[config.mk]
export PLATFORM = sky130hd
export DESIGN_NAME = phase_tx_control_flat
export DESIGN_NICKNAME = d
export VERILOG_FILES = /design/src/rtl/phase_frame_pkg.sv /design/src/rtl/phase_tx_control_if.sv /design/src/rtl/phase_tx_control.sv /design/src/flat_wrapper.sv
export SDC_FILE = /design/constraint.sdc
export NUM_CORES = 1
export LEC_CHECK = 0
export BUFFER_PORTS_ARGS = -buffer_cell sky130_fd_sc_hd__buf_2
export CORE_ASPECT_RATIO = 1.75
export CORE_MARGIN = 3
export CORE_UTILIZATION = 51
export DETAILED_ROUTE_END_ITERATION = 12
export PLACE_DENSITY = 0.73
export SLEW_MARGIN = 20
export SYNTH_ARGS = -nofsm -noshare
export SYNTH_HDL_FRONTEND = slang
export SYNTH_SLANG_ARGS = --single-unit
export TNS_END_PERCENT = 100
[constraint.sdc]
create_clock -name CLK -period 8.16 [get_ports CLK]
set_input_delay 1.632 -clock CLK [delete_from_list [all_inputs] [get_ports CLK]]
set_output_delay 1.632 -clock CLK [all_outputs]
set_load 0.01 [all_outputs]
[src/rtl/phase_frame_pkg.sv]
// phase_frame_pkg: shared phase-frame constants, FSM state type and byte selector
package phase_frame_pkg;
  localparam logic [7:0] HDR_P1 = 8'h01;
  localparam logic [7:0] HDR_P2 = 8'h02;
  localparam logic [7:0] HDR_P3 = 8'h03;
  localparam logic [7:0] HDR_P4 = 8'h04;
  localparam int FRAME_LEN = 12;
  typedef enum logic {IDLE, SEND} tx_state_t;
  // Frame is four groups of {header, hi byte, lo byte}
  function automatic logic [7:0] frame_byte(input logic [3:0] idx, input logic [15:0] p1, p2, p3, p4);
    logic [1:0] w;
    logic [1:0] r;
    logic [15:0] p;
    logic [7:0] h;
    w = idx < 4'd3 ? 2'd0 : idx < 4'd6 ? 2'd1 : idx < 4'd9 ? 2'd2 : 2'd3;
    r = 2'(idx - 4'(w) * 4'd3);
    p = w == 2'd0 ? p1 : w == 2'd1 ? p2 : w == 2'd2 ? p3 : p4;
    h = w == 2'd0 ? HDR_P1 : w == 2'd1 ? HDR_P2 : w == 2'd2 ? HDR_P3 : HDR_P4;
    return r == 2'd0 ? h : r == 2'd1 ? p[15:8] : p[7:0];
  endfunction
endpackage

[src/rtl/phase_tx_control_if.sv]
// phase_tx_control_if: phase inputs, start request and UART TX handshake
interface phase_tx_control_if #(parameter int PHASE_W = 10);
  logic Start_Sig;
  logic [PHASE_W-1:0] phase_1, phase_2, phase_3, phase_4;
  logic TX_Done_Sig;
  logic TX_En_Sig;
  logic [7:0] TX_Data;
  logic Busy;
  logic Done_Sig;
  modport master(output Start_Sig, phase_1, phase_2, phase_3, phase_4, TX_Done_Sig,
                 input TX_En_Sig, TX_Data, Busy, Done_Sig);
  modport slave(input Start_Sig, phase_1, phase_2, phase_3, phase_4, TX_Done_Sig,
                output TX_En_Sig, TX_Data, Busy, Done_Sig);
endinterface

[src/rtl/phase_tx_control.sv]
// phase_tx_control: serialises four phase words into the 12-byte frame for UART TX
module phase_tx_control
  import phase_frame_pkg::*;
(
  input logic CLK,
  input logic RST,
  phase_tx_control_if.slave bus
);
  tx_state_t state;
  logic [3:0] byte_idx;
  logic [15:0] sh [4];
  logic tx_en;
  logic [7:0] tx_data;
  logic done;
  always_ff @(posedge CLK) begin
    if (RST) begin
      state <= IDLE;
      byte_idx <= '0;
      sh <= '{default: '0};
      tx_en <= 1'b0;
      tx_data <= 8'h00;
      done <= 1'b0;
    end else begin
      done <= 1'b0;
      if (state == IDLE) begin
        if (bus.Start_Sig) begin
          sh <= '{16'(bus.phase_1), 16'(bus.phase_2), 16'(bus.phase_3), 16'(bus.phase_4)};
          byte_idx <= '0;
          tx_data <= HDR_P1;
          tx_en <= 1'b1;
          state <= SEND;
        end
      end else if (bus.TX_Done_Sig) begin
        if (byte_idx == 4'(FRAME_LEN - 1)) begin
          tx_en <= 1'b0;
          done <= 1'b1;
          state <= IDLE;
        end else begin
          byte_idx <= byte_idx + 4'd1;
          tx_data <= frame_byte(byte_idx + 4'd1, sh[0], sh[1], sh[2], sh[3]);
        end
      end
    end
  end
  assign bus.TX_En_Sig = tx_en;
  assign bus.Busy = tx_en;
  assign bus.TX_Data = tx_data;
  assign bus.Done_Sig = done;
endmodule

[src/flat_wrapper.sv]
// flat-port wrapper written by rule: the top's interface ports become plain ports
module phase_tx_control_flat import phase_frame_pkg::*;
  (CLK, RST, bus_Start_Sig, bus_phase_1, bus_phase_2, bus_phase_3, bus_phase_4, bus_TX_Done_Sig, bus_TX_En_Sig, bus_TX_Data, bus_Busy, bus_Done_Sig);
  phase_tx_control_if #(.PHASE_W(10)) bus_i ();
  input logic CLK;
  input logic RST;
  input wire logic [$bits(bus_i.Start_Sig)-1:0] bus_Start_Sig;
  input wire logic [$bits(bus_i.phase_1)-1:0] bus_phase_1;
  input wire logic [$bits(bus_i.phase_2)-1:0] bus_phase_2;
  input wire logic [$bits(bus_i.phase_3)-1:0] bus_phase_3;
  input wire logic [$bits(bus_i.phase_4)-1:0] bus_phase_4;
  input wire logic [$bits(bus_i.TX_Done_Sig)-1:0] bus_TX_Done_Sig;
  output wire logic [$bits(bus_i.TX_En_Sig)-1:0] bus_TX_En_Sig;
  output wire logic [$bits(bus_i.TX_Data)-1:0] bus_TX_Data;
  output wire logic [$bits(bus_i.Busy)-1:0] bus_Busy;
  output wire logic [$bits(bus_i.Done_Sig)-1:0] bus_Done_Sig;
  assign bus_i.Start_Sig = bus_Start_Sig;
  assign bus_i.phase_1 = bus_phase_1;
  assign bus_i.phase_2 = bus_phase_2;
  assign bus_i.phase_3 = bus_phase_3;
  assign bus_i.phase_4 = bus_phase_4;
  assign bus_i.TX_Done_Sig = bus_TX_Done_Sig;
  assign bus_TX_En_Sig = bus_i.TX_En_Sig;
  assign bus_TX_Data = bus_i.TX_Data;
  assign bus_Busy = bus_i.Busy;
  assign bus_Done_Sig = bus_i.Done_Sig;
  phase_tx_control u_core (.CLK(CLK), .RST(RST), .bus(bus_i));
endmodule
==> reports/qor.csv <==
stage;metric;value;unit
status;status;finished clean;
floorplan;Die Ht;99.2;µm
timing;worst-margin pin slew;0.903;ns
cells_and_area;share of cells above drive strength 1;18.8;%
floorplan;# IOs;55;
place;gpl congestion;0.901;
worst_hold_path;Hold Path End;u_core.sh[9];
worst_setup_path;critical path, cell by cell;inv_1 -> ha_1 -> a2111oi_0 -> o31ai_1 -> o211ai_1 -> ha_1 -> mux2_2 -> mux2i_1 -> o21ai_0 -> mux2_1 -> a22o_1;
synthesis;syn_nets;371;
grt;vias in the first global route;2066;
clock_tree;clock transition at the registers of the reported paths;0.09;ns
floorplan;Core Footprint;4750;µm²
worst_setup_path;Worst setup SP type;flop;
routing;routed wl met3;173;µm
timing;achievable clock frequency;281;MHz
timing;Worst slew margin;39.8;%
cells_and_area;Cell Count, Final, Fillers Out;413;
grt;largest net degree at the start of global routing;51;
worst_setup_path;critical path depth;11;
power_and_ir_drop;Tot Pwr;0.000504;W
flow_run;Max-Cap Viols;0;
power_and_ir_drop;peak supply drop;0.000164;V
clock_tree;hold buffers post-CTS;0;
routing;Routed Antenna Nets;0;
timing;fin crit period;3.56;ns
worst_setup_path;Top cell by count, worst path;ha_1;
grt;total track usage;19.9;%
routing;routed wire length;5510;µm
worst_setup_path;CP endpoint kind;flop;
synthesis;Unique masters post-synth;38;
routing;met1 WL;2240;µm
worst_hold_path;Worst Hold Depth;2;
grt;antenna violations before repair;0;
floorplan;Initial Util;53.3;%
routing;WL met2;2930;µm
cells_and_area;most common cell after layout, fill and taps aside;nand2_1;
routing;routed vias/inst;5.25;
routing;starting DRC count in detailed routing;101;
cells_and_area;antenna cell count;0;
cells_and_area;Filler cells;460;
worst_setup_path;CP max stage delay;0.58;ns
floorplan;Die X;59.2;µm
routing;max layer used;met4;
place;HPWL Detailed;4090;µm
clock_tree;H-tree depth;2;
cells_and_area;multi-input logic area;1310;µm²
floorplan;DIE AREA;5870;µm²
worst_setup_path;crit path kind;reg -> reg;
cells_and_area;synthesis-to-finish area growth;13.6;%
synthesis;Synth top area share;43.5;%
worst_hold_path;Worst Hold Class;reg -> reg;
power_and_ir_drop;P_leak;1.23;nW
timing;Slew Viols, Final;0;
worst_setup_path;R2R Path End;u_core.bus.TX_Data[2];
synthesis;Avg Cell Area, Syn;7.90;µm²
timing;skew final;0.00275;ns
synthesis;Post-Syn Instances;320;
clock_tree;CTS tree;done;
synthesis;Seq/Total Area, Yosys;43.5;%
clock_tree;clock sinks;55;
timing;RSZ-0062 raised after global routing;no;
synthesis;Post-Syn Area;2530;µm²
synthesis;YS warnings;0;
worst_setup_path;required time worst endpoint;8.36;ns
routing;wire per inst;13.3;µm
clock_tree;CTS buffer count;5;
worst_setup_path;R2R Path Start;u_core.byte_idx[0];
synthesis;top post-synthesis cells by area;dfxtp_1, nand2_1, a21oi_1;
worst_setup_path;R2R depth;11;
cells_and_area;Sequential Area;1100;µm²
synthesis;Synth async-reset ratio;0;%
clock_tree;# resized after CTS;0;
routing;routed vias;2170;
clock_tree;Worst-Skew Late Latency;0.30;ns
grt;grt total ovfl;0;
place;Buffers on Ports;54;
clock_tree;CTS Root Cell;clkbuf_8;
synthesis;ys flop type;dfxtp_1;
timing;Final WS setup;4.60;ns
worst_setup_path;crit path DAT;3.76;ns
cells_and_area;highest-count cells in the layout ignoring fill and taps;nand2_1, dfxtp_1, buf_2;
routing;Initial DRT Pass Iterations;4;
synthesis;EDFF count, synth;0;
clock_tree;CTS Buffer Depth;2;
routing;DR DRC count;0;
synthesis;Synth Register Bits;55;
place;Placed Cells;405;
clock_tree;post-CTS setup buffer count;0;
timing;Setup TNS Final;0;ns
worst_setup_path;worst-path fanout max;11;
power_and_ir_drop;pwr/cell area;176;nW/µm²
worst_setup_path;crit-path leading delay family;compound AO/OA/AOI/OAI gates;
worst_hold_path;HP Start;u_core.sh[9];
floorplan;Core Rows;33;
timing;count of final setup violators;0;
timing;Fin. Hold Viols;0;
timing;Tcrit/Tclk final;43.6;%
worst_setup_path;WP buf/inv;1;
worst_setup_path;Worst path slowest cell;ha_1;
synthesis;area leader, netlist;dfxtp_1;
worst_setup_path;R2R setup slack;4.60;ns
grt;first-pass GRT wire length;9160;µm
cells_and_area;nets;411;
place;Post-Place Worst Slack;4.68;ns
## cell usage after synthesis, drive strengths merged (2+ instances only)
| cell | number |
|---|---|
| clkbuf | 16 |
| a2111oi | 2 |
| nand2b | 2 |
| buf | 7 |
| nor2 | 14 |
| a21oi | 44 |
| nand3 | 2 |
| o21ai | 17 |
| ha | 7 |
| a31oi | 2 |
| nor2b | 4 |
| nand2 | 100 |
| o2111ai | 2 |
| mux2 | 3 |
| xnor2 | 3 |
| dfxtp | 55 |
| o211ai | 4 |
| inv | 4 |
| mux2i | 19 |
## worst reg2reg max path, stage by stage, from the launching register on
cell	delay (ns)
dfxtp_1	0.49
inv_1	0.11
ha_1	0.39
a2111oi_0	0.41
o31ai_1	0.14
o211ai_1	0.21
ha_1	0.58
mux2_2	0.40
mux2i_1	0.12
o21ai_0	0.10
mux2_1	0.32
a22o_1	0.19
## per-layer routing
| layer | global-route usage [%] | vias to the layer above |
|---|---|---|
| li1 | - | 1150 |
| met1 | 23.3 | 960 |
| met2 | 34.2 | 48 |
| met3 | 2.99 | 12 |
| met4 | 9.60 | 0 |
| met5 | 0 | - |
## power by group
part / switching, W / total [W] / internal (W)
Clock: 0.0000815 / 0.000159 / 0.0000776
Combinational: 0.0000328 / 0.0000563 / 0.0000234
Sequential: 0.00000779 / 0.000289 / 0.000281
Total: 0.000122 / 0.000504 / 0.000382
## flip-flops by register name, summed over array words and instances (netlist names)
| name | count |
|---|---|
| u_core.bus.Busy | 1 |
| u_core.sh | 40 |
| u_core.state | 1 |
| u_core.byte_idx | 4 |
| u_core.bus.TX_Data | 8 |
| u_core.bus.Done_Sig | 1 |
## layout make-up
class | instances | share of cell area, %
tap | 52 | 2.26
multi-input combinational | 238 | 45.5
clock buffer | 8 | 3.48
inverter | 4 | 0.523
sequential | 55 | 38.3
timing repair buffer | 56 | 9.93
## how the worst max path moves through the flow
stage / startpoint / end
after global routing: u_core.byte_idx[0] / u_core.bus.TX_Data[2]
after floorplan: u_core.byte_idx[0] / u_core.bus.TX_Data[2]
final: u_core.byte_idx[0] / u_core.bus.TX_Data[2]
after detailed placement: u_core.byte_idx[0] / u_core.bus.TX_Data[2]
after global placement: u_core.byte_idx[0] / u_core.bus.TX_Data[2]
after CTS: u_core.byte_idx[0] / u_core.bus.TX_Data[2]
## per-stage QoR
step / hold WS (ns) / utilization [%] / area, µm²
finish: 0.455 / 60.5 / 2870
global placement: 0.442 / 58.4 / 2770
floorplan: 0.431 / - / 2530
CTS: 0.455 / 60.5 / 2870
detailed placement: 0.442 / 58.4 / 2770
global route: 0.472 / 60.5 / 2870
## cells by family after synthesis
logic type                 synth area share [%]
and+or+nand+nor                            21.2
DFF                                        43.5
xor gates and xnor gates                   1.39
muxes                                      8.86
AOI/OAI and AO/OA                          16.6
buffers and inverters                      4.90
adders and majority gates                  3.46
No activity file was read; power rests on OpenSTA's default activity.
